<file path="src/rtl/bow_pkg.sv">
// Shared types and helpers for the Bunch-of-Wires transmit lane controller.
// Holds the lane FSM state encoding, the training pattern and sizing helpers.
package bow_pkg;

    typedef enum logic [1:0] {
        TRAIN,
        IDLE,
        SEND
    } state_t;

    function automatic int beats_of(input int word_w, input int lanes);
        return word_w / lanes;
    endfunction

    // Width of a counter that must hold the values 0..n-1.
    function automatic int cnt_w(input int n);
        return (n <= 1) ? 1 : $clog2(n);
    endfunction

    // Training beat k on lane i: alternating 1010/0101 depending on k parity.
    function automatic logic train_bit(input int lane, input int k);
        return ((lane + k) % 2) != 0;
    endfunction

endpackage

</file>
<file path="src/rtl/bow_sync_fifo.sv">
// Single-clock FIFO with extended pointers; full/empty/level come from registered pointers.
// Pushes are ignored when full and pops when empty.
module bow_sync_fifo #(
    parameter int WIDTH = 16,
    parameter int DEPTH = 8
) (
    input  logic                     i_clk,
    input  logic                     i_rst,
    input  logic                     i_push,
    input  logic                     i_pop,
    input  logic [WIDTH-1:0]         i_din,
    output logic [WIDTH-1:0]         o_dout,
    output logic                     o_full,
    output logic                     o_empty,
    output logic [$clog2(DEPTH):0]   o_level
);

    localparam int AW = $clog2(DEPTH);

    logic [WIDTH-1:0] r_mem [DEPTH];
    logic [AW:0]      r_wr_ptr;
    logic [AW:0]      r_rd_ptr;
    logic             w_push;
    logic             w_pop;

    assign w_push = i_push & ~o_full;
    assign w_pop  = i_pop & ~o_empty;

    always_ff @(posedge i_clk or posedge i_rst) begin
        if (i_rst) begin
            r_wr_ptr <= '0;
            r_rd_ptr <= '0;
        end else begin
            if (w_push) r_wr_ptr <= r_wr_ptr + (AW+1)'(1);
            if (w_pop)  r_rd_ptr <= r_rd_ptr + (AW+1)'(1);
        end
    end

    // NOTE: storage is deliberately not reset; the pointers alone decide which entries are valid.
    always_ff @(posedge i_clk) begin
        if (w_push) r_mem[r_wr_ptr[AW-1:0]] <= i_din;
    end

    assign o_dout  = r_mem[r_rd_ptr[AW-1:0]];
    assign o_empty = (r_wr_ptr == r_rd_ptr);
    assign o_full  = (r_wr_ptr[AW] != r_rd_ptr[AW]) && (r_wr_ptr[AW-1:0] == r_rd_ptr[AW-1:0]);
    assign o_level = r_wr_ptr - r_rd_ptr;

endmodule

</file>
<file path="src/rtl/bow_tx_lane_ctrl.sv">
// BoW transmit lane controller: APB write slave into a FIFO, then training/serialisation
// of words onto LANES data wires with parity (fec) and framing (aux) wires.
module bow_tx_lane_ctrl
    import bow_pkg::*;
#(
    parameter int WORD_W    = 16,
    parameter int LANES     = 4,
    parameter int DEPTH     = 8,
    parameter int TRAIN_LEN = 16
) (
    input  logic                     txclk,
    input  logic                     preset,
    input  logic                     psel,
    input  logic                     penable,
    input  logic                     pwrite,
    input  logic [WORD_W-1:0]        pwdata,
    output logic                     pready,
    output logic                     pslverr,
    input  logic                     rx_ready,
    input  logic                     train_req,
    output logic [LANES-1:0]         lane_data,
    output logic                     lane_fec,
    output logic                     lane_aux,
    output logic                     lane_valid,
    output logic [$clog2(DEPTH):0]   fifo_level,
    output logic                     busy
);

    localparam int BEATS = beats_of(WORD_W, LANES);
    localparam int BW    = cnt_w(BEATS);
    localparam int KW    = cnt_w(TRAIN_LEN);

    state_t              r_state, w_state_nxt;
    logic [BW-1:0]       r_beat, w_beat_nxt;
    logic [KW-1:0]       r_k, w_k_nxt;
    logic                r_phase, w_phase_nxt;
    logic [WORD_W-1:0]   r_shift, w_shift_nxt;
    logic                r_train_pend, w_train_pend_nxt;
    logic [LANES-1:0]    r_lane_data, w_lane_data;
    logic                r_lane_fec, r_lane_aux, r_lane_valid;
    logic                w_lane_aux, w_lane_valid;

    logic                w_access;
    logic                w_push;
    logic                w_pop;
    logic                w_full;
    logic                w_empty;
    logic [WORD_W-1:0]   w_fifo_dout;

    // APB handshake is combinational; full is the registered FIFO state.
    assign w_access = psel & penable & ~preset;
    assign pready   = w_access & (~pwrite | ~w_full);
    assign pslverr  = w_access & ~pwrite;
    assign w_push   = w_access & pwrite & ~w_full;

    bow_sync_fifo #(
        .WIDTH (WORD_W),
        .DEPTH (DEPTH)
    ) u_fifo (
        .i_clk   (txclk),
        .i_rst   (preset),
        .i_push  (w_push),
        .i_pop   (w_pop),
        .i_din   (pwdata),
        .o_dout  (w_fifo_dout),
        .o_full  (w_full),
        .o_empty (w_empty),
        .o_level (fifo_level)
    );

    // NOTE: every signal written here gets a default first, so no path can infer a latch.
    always_comb begin
        w_state_nxt      = r_state;
        w_beat_nxt       = r_beat;
        w_k_nxt          = r_k;
        w_phase_nxt      = r_phase;
        w_shift_nxt      = r_shift;
        w_train_pend_nxt = r_train_pend | train_req;
        w_pop            = 1'b0;
        w_lane_data      = '0;
        w_lane_aux       = 1'b0;
        w_lane_valid     = 1'b0;

        case (r_state)
            TRAIN: begin
                for (int i = 0; i < LANES; i++) begin
                    w_lane_data[i] = train_bit(i, int'(r_phase));
                end
                w_lane_aux       = 1'b1;
                w_phase_nxt      = ~r_phase;
                w_train_pend_nxt = 1'b0;
                if (train_req) begin
                    w_k_nxt     = '0;
                    w_phase_nxt = 1'b0;
                end else if (r_k == KW'(TRAIN_LEN - 1)) begin
                    if (rx_ready) w_state_nxt = IDLE;
                end else begin
                    w_k_nxt = r_k + KW'(1);
                end
            end

            IDLE: begin
                w_train_pend_nxt = 1'b0;
                if (train_req) begin
                    w_state_nxt = TRAIN;
                    w_k_nxt     = '0;
                    w_phase_nxt = 1'b0;
                end else if (~w_empty & rx_ready) begin
                    w_pop       = 1'b1;
                    w_shift_nxt = w_fifo_dout;
                    w_beat_nxt  = '0;
                    w_state_nxt = SEND;
                end
            end

            SEND: begin
                w_lane_data  = r_shift[LANES-1:0];
                w_lane_aux   = (r_beat == '0);
                w_lane_valid = 1'b1;
                w_shift_nxt  = r_shift >> LANES;
                if (r_beat == BW'(BEATS - 1)) begin
                    // A pending training request wins over the next queued word.
                    if (w_train_pend_nxt) begin
                        w_state_nxt      = TRAIN;
                        w_k_nxt          = '0;
                        w_phase_nxt      = 1'b0;
                        w_train_pend_nxt = 1'b0;
                    end else if (~w_empty & rx_ready) begin
                        w_pop       = 1'b1;
                        w_shift_nxt = w_fifo_dout;
                        w_beat_nxt  = '0;
                    end else begin
                        w_state_nxt = IDLE;
                    end
                end else begin
                    w_beat_nxt = r_beat + BW'(1);
                end
            end

            default: w_state_nxt = IDLE;
        endcase
    end

    always_ff @(posedge txclk or posedge preset) begin
        if (preset) begin
            r_state      <= TRAIN;
            r_beat       <= '0;
            r_k          <= '0;
            r_phase      <= 1'b0;
            r_shift      <= '0;
            r_train_pend <= 1'b0;
            r_lane_data  <= '0;
            r_lane_fec   <= 1'b0;
            r_lane_aux   <= 1'b0;
            r_lane_valid <= 1'b0;
        end else begin
            r_state      <= w_state_nxt;
            r_beat       <= w_beat_nxt;
            r_k          <= w_k_nxt;
            r_phase      <= w_phase_nxt;
            r_shift      <= w_shift_nxt;
            r_train_pend <= w_train_pend_nxt;
            r_lane_data  <= w_lane_data;
            r_lane_fec   <= ^w_lane_data;
            r_lane_aux   <= w_lane_aux;
            r_lane_valid <= w_lane_valid;
        end
    end

    assign lane_data  = r_lane_data;
    assign lane_fec   = r_lane_fec;
    assign lane_aux   = r_lane_aux;
    assign lane_valid = r_lane_valid;
    assign busy       = (r_state != IDLE) | ~w_empty;

endmodule

</file>
<file path="config.mk">
export PLATFORM = sky130hd
export DESIGN_NAME = bow_tx_lane_ctrl
export DESIGN_NICKNAME = d
export VERILOG_FILES = /design/src/rtl/bow_pkg.sv /design/src/rtl/bow_sync_fifo.sv /design/src/rtl/bow_tx_lane_ctrl.sv
export SDC_FILE = /design/constraint.sdc
export NUM_CORES = 1
export LEC_CHECK = 0
export CAP_MARGIN = 25
export CORE_AREA = 3 3 113 224
export DETAILED_ROUTE_END_ITERATION = 10
export DIE_AREA = 0 0 116 227
export GPL_ROUTABILITY_DRIVEN = 1
export GPL_TIMING_DRIVEN = 0
export SETUP_SLACK_MARGIN = 0.3
export SLEW_MARGIN = 5
export SYNTH_ARGS = -nofsm -noshare
export SYNTH_HDL_FRONTEND = slang
export SYNTH_SLANG_ARGS = --single-unit
</file>
<file path="constraint.sdc">
create_clock -name txclk -period 3.4 [get_ports txclk]
set_input_delay 0.34 -clock txclk [delete_from_list [all_inputs] [get_ports txclk]]
set_output_delay 0.34 -clock txclk [all_outputs]
set_load 0.005 [all_outputs]
</file>
==> metrics.txt, run 1 <==
outcome=complete, no violations; RSZ-0062 raised after global routing=no; DR pass1 iterations=4; Slew Viols, Final=0; commonest non-fill, non-tap cells in the layout=edfxtp_1, dfrtp_1, nand2_1; number of global-route vias before repair=4177; CP peak stage delay=0.41 ns; Core Box Area=23820 um2; EDFF count, synth=128; All-Layer GR Usage=12.16%; # IOs=37; post-synthesis cell area=7073 um2; pwr/cell area=781.4 nW/um2; Max Freq=345.1 MHz; Starting Density=29.69%; mean post-synth cell area=16.60 um2; DR iter-0 viols=174; Main synth FF type=edfxtp_1; setup violators final=0; routability cong.=0.8135; total number of vias=3806; port bufs=36; minimum clock period=2.897 ns; Max-slew headroom=69.18%; CP Max Fanout=14; CTS Buffer Depth=2; Syn Inst Count=426; FILL cells=2230; final hold vios=0; WP buf/inv=5; clk_skew=0.008948 ns; FF+latch count, synth=169; Layout Utilization=36.32%; Skew-Pair Late Insertion Delay=0.43 ns; Worst-Margin Slew=0.4623 ns; Tightest Hold Check Type=in2async; # clock sinks=169; first-pass GRT wire length=23440 um; clock slew at reported path FFs=0.06 ns; Chip Width=116 um; Root Buffer=clkbuf_16; Worst Path Required=3.53 ns; WHS=0.1490 ns; pin count of the biggest net entering global routing=35; crit-path cells=buf_8 -> buf_12 -> buf_12 -> inv_1 -> ha_4 -> nand3_4 -> or2b_1 -> nor3b_4 -> nand2_1 -> nor3_4 -> buf_8; Synth-to-Final Area Change=22.32%; vias per inst=4.806; slowest cell on the critical path=dfrtp_2; antenna-violating nets left=0; drt drc=0; Die Span Y=227 um; period utilization=85.22%; Pleak=3.033 nW; Critical Path AT=3.02 ns; Post-DP HPWL=10880 um; CP Class=reg2reg; htree depth=4; Die Area=26330 um2; Top Family by Delay on Critical Path=simple AND/OR/NAND/NOR gates; Ant. Diodes=0; Syn Nets=462; layout cell share with drive strength beyond 1=19.21%; # rows=80; initial antenna violation count=0; CTS Buf Count=17; Worst setup SP type=flip-flop; max cap viols=0; NumNets Final=528; register area share after synthesis=68.85%; wire per inst=18.76 um; Cell variety after synth=47; commonest non-fill, non-tap cell in the layout=edfxtp_1; Yosys warning total=0; CP endpoint kind=flip-flop; TritonCTS clock tree=done; Congestion Overflow GR=0; final wirelength=14850 um; Max VDD drop=362.2 uV; asr flop ratio synth=24.26%
per-layer routing:
layer / track usage (%) / share of wire (%) / vias up
met1: 11.50 / 34 / 1953
met3: 2.607 / 2.8 / 20
met5: 0 / 0 / -
met4: 5.695 / 2.6 / 0
li1: - / - / 1767
met2: 23.93 / 61 / 66
power breakdown:
group	switching [mW]	total (mW)	internal (mW)
clock	0.798	1.82	1.02
sequential	0.167	2.63	2.46
combinational	1.15	2.31	1.16
total	2.12	6.76	4.64
area by class of cell:
type                    count  area [um2]  share of cell area, %
clock buffers              20       436.7                  5.047
flip-flops and latches    169        4871                  56.30
repair buffers             47       519.2                  6.001
clock inverters            12       118.9                  1.374
multi-input cells         223        2106                  24.34
inverters                  15       62.56                 0.7231
plain buffers              19       178.9                  2.068
well taps                 287       359.1                  4.150
worst reg2reg max path: stages (launching register included):
cell and delay (ns):
dfrtp_2 0.41, buf_8 0.15, buf_12 0.13, buf_12 0.14
inv_1 0.15, ha_4 0.24, nand3_4 0.10, or2b_1 0.13
nor3b_4 0.34, nand2_1 0.26, nor3_4 0.30, buf_8 0.23
synthesized netlist by cell type (9+ instances only):
cell	instances	share of area, %
nor2b_1	15	1.3
mux4_1	13	4.8
o21ai_1	9	0.64
nor2_1	16	0.85
o21ai_0	28	2.0
dfrtp_1	41	15
nand2_1	39	2.1
inv_1	14	0.74
ha_1	12	2.1
edfxtp_1	128	54
a211oi_1	12	1.3
mux4_2	19	6.0
registers in the layout (all words and copies together) (netlist names):
name / count
r_beat: 2
lane_data: 4
u_fifo.r_mem: 128
r_k: 4
r_shift: 16
lane_aux: 1
u_fifo.r_rd_ptr: 4
r_state: 2
r_train_pend: 1
u_fifo.r_wr_ptr: 4
r_phase: 1
lane_fec: 1
lane_valid: 1
per-stage QoR:
step                      TNS (ns)  setup slack [ns]  cells  total power [mW]  instance area [um2]
final                            0            0.5025    792             6.761                 8652
after global placement     -161.99            -1.473    749             4.817                 7805
after global routing             0            0.3705    792             7.148                 8652
after floorplan                  0            0.2033    426             4.091                 7086
after CTS                        0            0.3039    790             6.797                 8602
after detailed placement    -27.65           -0.3636    757             4.897                 7965
kinds of logic (layout without fill, tap and decap cells):
group	after synthesis	after routing	share of synthesized area, %
XOR/XNOR	12	12	1.592
flip-flops	169	169	68.85
multiplexers	39	39	11.89
AND/OR/NAND/NOR	91	91	6.404
AO/OA/AOI/OAI	68	68	5.979
buffers and inverters	34	113	2.883
adder cells (fa/ha/maj)	13	13	2.406
repair_timing:
action | 4_1_cts | 5_1_grt
hold buffers | 0 | 0
setup endpoints to repair | 142 | 34
gates resized for setup | 18 | 6
buffers inserted | 1 | 2
endpoints found under the hold margin | 0 | 0
worst paths after layout:
check,startpoint,end,slack [ns],cells past startpoint
max,u_fifo.r_rd_ptr[1]$_DFFE_PP0P_,u_fifo.r_mem[2][15]$_DFFE_PP_,0.50,11
min,preset,r_shift[14]$_DFFE_PP0P_,0.15,2
max reg2reg,u_fifo.r_rd_ptr[1]$_DFFE_PP0P_,u_fifo.r_mem[2][15]$_DFFE_PP_,0.50,11
min reg2reg,r_shift[5]$_DFFE_PP0P_,r_shift[5]$_DFFE_PP0P_,0.48,2
max in group asynchronous,preset,u_fifo.r_rd_ptr[1]$_DFFE_PP0P_,2.80,3
min in group txclk,r_shift[5]$_DFFE_PP0P_,r_shift[5]$_DFFE_PP0P_,0.48,2
Power figures use the tool's default switching activity.
==> run 2, diff against run 1 <==
--- a/config.mk
+++ b/config.mk
@@ -12,7 +12,8 @@
 export GPL_ROUTABILITY_DRIVEN = 1
 export GPL_TIMING_DRIVEN = 0
 export SETUP_SLACK_MARGIN = 0.3
-export SLEW_MARGIN = 5
+export SKIP_LAST_GASP = 1
+export SLEW_MARGIN = 20
 export SYNTH_ARGS = -nofsm -noshare
 export SYNTH_HDL_FRONTEND = slang
 export SYNTH_SLANG_ARGS = --single-unit
==> metrics.txt, run 2 (synthesized netlist as in run 1, its figures left out) <==
DR pass1 iterations=5; max FFs per register=128; CP Max Fanout=10; DR iter-0 viols=241; max cap viols=0; RSZ-0062 raised after global routing=no; Congestion Overflow GR=0; first-pass GRT wire length=23600 um; # IOs=37; Max Freq=336.9 MHz; htree depth=4; Placement Setup Slack=-0.5856 ns; final wirelength=14940 um; CTS Buffer Depth=2; setup ws final=0.4320 ns; placed insts=757; WHS=0.1530 ns; port bufs=36; FILL cells=2220; Setup TNS=0 ns; Critical Path AT=2.63 ns; Core Box Area=23820 um2; # clock sinks=169; clock slew at reported path FFs=0.07 ns; vias per inst=4.815; antenna-violating nets left=0; commonest non-fill, non-tap cell in the layout=edfxtp_1; Root Buffer=clkbuf_16; clk_skew=0.008716 ns; Die Area=26330 um2; Worst-Margin Slew=0.4799 ns; Die Span Y=227 um; # rows=80; Max-slew headroom=68.00%; TritonCTS clock tree=done; drt drc=0; period utilization=87.30%; wire per inst=18.62 um; final hold vios=0; Chip Width=116 um; Ant. Diodes=0; Finished Layout Cells=802; Post-DP Area=7941 um2; CTS Buf Count=17; Layout Utilization=36.71%; number of global-route vias before repair=4206; pwr/cell area=787.1 nW/um2; Pleak=3.109 nW; setup violators final=0; All-Layer GR Usage=12.19%; NumNets Final=538; Tightest Hold Check Type=in2async; pin count of the biggest net entering global routing=35; CP Class=reg2out; minimum clock period=2.968 ns; Starting Density=29.69%; Max VDD drop=352.1 uV; outcome=complete, no violations; Final Power=6.884 mW; Design Area, Final=8746 um2; Synth-to-Final Area Change=23.65%; total number of vias=3862; Slew Viols, Final=0; initial antenna violation count=0; Worst setup SP type=flip-flop; routability cong.=0.8135; Skew-Pair Late Insertion Delay=0.43 ns; commonest non-fill, non-tap cells in the layout=edfxtp_1, dfrtp_1, nand2_1; CP endpoint kind=primary output; Post-DP HPWL=11000 um; Worst Path Required=3.06 ns; layout cell share with drive strength beyond 1=21.17%
[run 2: changes by cell type in the layout (fill, tap and decap cells not counted), sizes merged]
cell / delta
clkbuf: -3
buf: +10
inv: +3
clkinv: -1
bufinv: +1
[run 2: layout make-up]
| class | count | area (um2) | share of cell area (%) |
|---|---|---|---|
| inverters | 15 | 62.56 | 0.7153 |
| clock buffers | 17 | 425.4 | 4.864 |
| multi-input cells | 223 | 2086 | 23.85 |
| plain buffers | 19 | 173.9 | 1.989 |
| flip-flops and latches | 169 | 4871 | 55.69 |
| repair buffers | 57 | 583.1 | 6.667 |
| well taps | 287 | 359.1 | 4.106 |
| clock inverters | 15 | 185.2 | 2.117 |
[run 2: final timing paths]
check,end,cells after the start,slack [ns],from
setup / recovery,pready,10,0.43,u_fifo.r_rd_ptr[1]$_DFFE_PP0P_
hold / removal,r_shift[10]$_DFFE_PP0P_,2,0.15,preset
setup reg to reg,u_fifo.r_mem[2][15]$_DFFE_PP_,11,0.46,u_fifo.r_rd_ptr[1]$_DFFE_PP0P_
hold reg to reg,r_shift[7]$_DFFE_PP0P_,2,0.48,r_shift[7]$_DFFE_PP0P_
max in group asynchronous,u_fifo.r_rd_ptr[1]$_DFFE_PP0P_,3,2.79,preset
min in group txclk,r_shift[7]$_DFFE_PP0P_,2,0.48,r_shift[7]$_DFFE_PP0P_
[run 2: repair_timing]
item,in CTS,in global routing
pin swaps,2,1
setup endpoints to repair,142,85
setup buffers,4,9
gates resized for setup,18,3
hold buffers,0,0
[run 2: where the power goes]
part           switching (mW)  internal (mW)
sequential              0.165           2.46
combinational            1.15           1.14
clock                   0.852           1.11
[run 2: critical path, cell delays in order, from the launching register on]
cell	delay, ns
dfrtp_2	0.39
buf_8	0.15
buf_12	0.11
buf_8	0.14
inv_1	0.09
ha_1	0.32
nand3_2	0.14
or2b_1	0.27
nor2_1	0.10
nor2_1	0.04
clkdlybuf4s50_1	0.44
[run 2: metal layers]
metal  global-route usage, %  vias to the layer above  part of all wire, %
met5                       0                        -                    0
met4                   5.770                        0                  3.4
met3                   2.713                       25                  2.6
met2                   23.61                       67                   60
met1                   11.81                     1981                   34
li1                        -                     1789                    -
==> run 3, diff against run 2 <==
--- a/config.mk
+++ b/config.mk
@@ -6,9 +6,9 @@
 export NUM_CORES = 1
 export LEC_CHECK = 0
 export CAP_MARGIN = 25
-export CORE_AREA = 3 3 113 224
+export CORE_AREA = 2 2 112 223
 export DETAILED_ROUTE_END_ITERATION = 10
-export DIE_AREA = 0 0 116 227
+export DIE_AREA = 0 0 114 225
 export GPL_ROUTABILITY_DRIVEN = 1
 export GPL_TIMING_DRIVEN = 0
 export SETUP_SLACK_MARGIN = 0.3
==> metrics.txt, run 3 (synthesized netlist as in run 1, its figures left out) <==
clock slew at reported path FFs=0.06 ns; minimum clock period=2.942 ns; layout cell share with drive strength beyond 1=19.57%; CTS Buffer Depth=2; CP Class=reg2out; Max VDD drop=393.1 uV; Critical Path AT=2.60 ns; DR pass1 iterations=4; pin count of the biggest net entering global routing=34; setup slack, reg-to-reg=0.51 ns; Die Span Y=225 um; NumNets Final=530; max cap viols=0; pwr/cell area=777.5 nW/um2; r2r endpoint=u_fifo.r_mem[0][14]$_DFFE_PP_; Ant. Diodes=0; port bufs=36; RSZ-0062 raised after global routing=no; outcome=complete, no violations; reg2reg start=u_fifo.r_rd_ptr[1]$_DFFE_PP0P_; TritonCTS clock tree=done; clk_skew=0.007971 ns; htree depth=4; Finished Layout Cells=793; Worst setup SP type=flip-flop; wire per inst=18.71 um; antenna-violating nets left=0; final hold vios=0; Synth-to-Final Area Change=22.17%; Die Area=25650 um2; Chip Width=114 um; Max-slew headroom=68.96%; FILL cells=2203; Design Area, Final=8641 um2; Starting Density=29.69%; footprint of the multi-input gates=2096 um2; # clock sinks=169; final wirelength=14840 um; Tightest Hold Check Type=in2async; Pleak=3.040 nW; commonest non-fill, non-tap cells in the layout=edfxtp_1, dfrtp_1, nand2_1; DR iter-0 viols=170; period utilization=86.54%; Post-CTS Hold Buffers=0; commonest non-fill, non-tap cell in the layout=edfxtp_1; CTS Buf Count=17; Slew Viols, Final=0; number of global-route vias before repair=4078; CP endpoint kind=primary output; Post-DP HPWL=10800 um; register area=4871 um2; Crit. Startpoint=u_fifo.r_rd_ptr[2]$_DFFE_PP0P_; first-pass GRT wire length=22670 um; Worst setup endpoint=pready; Worst-Margin Slew=0.4656 ns; initial antenna violation count=0; drt drc=0; Worst Path Required=3.06 ns; Congestion Overflow GR=0; # rows=80; Skew-Pair Late Insertion Delay=0.43 ns; setup violators final=0; Core Box Area=23820 um2; # IOs=37; placed insts=756; total number of vias=3842; Root Buffer=clkbuf_16; All-Layer GR Usage=12.10%; vias per inst=4.845; Post-DP Area=7930 um2; CP Max Fanout=10; routability cong.=0.8043; max FFs per register=128; reg2reg path depth=12; Max Freq=339.9 MHz
==> run 3: report_power, final <==
part,internal (mW),switching (mW)
Sequential,2.46,0.164
Combinational,1.13,1.16
Clock,1.01,0.794
Total,4.60,2.11
==> run 3: repair_timing <==
item | in CTS | in global routing
pin swaps | 3 | 0
setup endpoints to repair | 143 | 32
gates resized for setup | 21 | 3
setup buffers | 6 | 0
==> run 3: layer usage <==
layer	GRT usage (%)	part of all wire, %	vias to the layer above
li1	-	-	1774
met5	0	0	-
met3	2.528	2.3	16
met1	10.83	33	1990
met4	5.468	1.9	0
met2	24.69	62	62
==> run 3: per-stage QoR <==
step	hold WS [ns]	setup slack, ns	util [%]	power, mW	TNS, ns
3_3_place_gp	0.4560	-1.516	32.76	4.816	-162.59
3_5_place_dp	0.4703	-0.6922	33.29	4.891	-44.19
6_report	0.1519	0.4577	36.27	6.719	0
2_1_floorplan	0.4385	0.2033	-	4.091	0
4_1_cts	0.1483	0.3516	36.18	6.766	0
5_1_grt	0.1753	0.3100	36.27	7.079	0
==> run 3: worst min path at each step <==
| stage | from | end | slack [ns] | cells past startpoint |
|---|---|---|---|---|
| floorplan | r_k[3]$_DFFE_PP0P_ | r_k[3]$_DFFE_PP0P_ | 0.44 | 1 |
| global placement | r_k[3]$_DFFE_PP0P_ | r_k[3]$_DFFE_PP0P_ | 0.46 | 1 |
| detailed placement | r_shift[7]$_DFFE_PP0P_ | r_shift[7]$_DFFE_PP0P_ | 0.47 | 2 |
| CTS | preset | lane_data[3]$_DFF_PP0_ | 0.15 | 2 |
| global route | preset | r_shift[11]$_DFFE_PP0P_ | 0.18 | 2 |
| finish | preset | r_shift[11]$_DFFE_PP0P_ | 0.15 | 2 |
==> run 3: cell type report <==
| cell class | count | area share (%) |
|---|---|---|
| Sequential cell | 169 | 56.37 |
| Multi-Input combinational cell | 223 | 24.25 |
| Timing Repair Buffer | 49 | 6.009 |
| Clock buffer | 18 | 4.967 |
| Tap cell | 287 | 4.156 |
| Buffer | 19 | 2.071 |
| Clock inverter | 13 | 1.419 |
| Inverter | 15 | 0.7530 |
==> run 3: critical path, stage by stage (launching register included) <==
cell and delay (ns):
dfrtp_1 0.35, buf_6 0.16, buf_6 0.19, clkinv_4 0.12, ha_1 0.40, nand3_4 0.12, or2b_1 0.25, nor2_1 0.09
nor2_1 0.04, clkdlybuf4s50_1 0.45
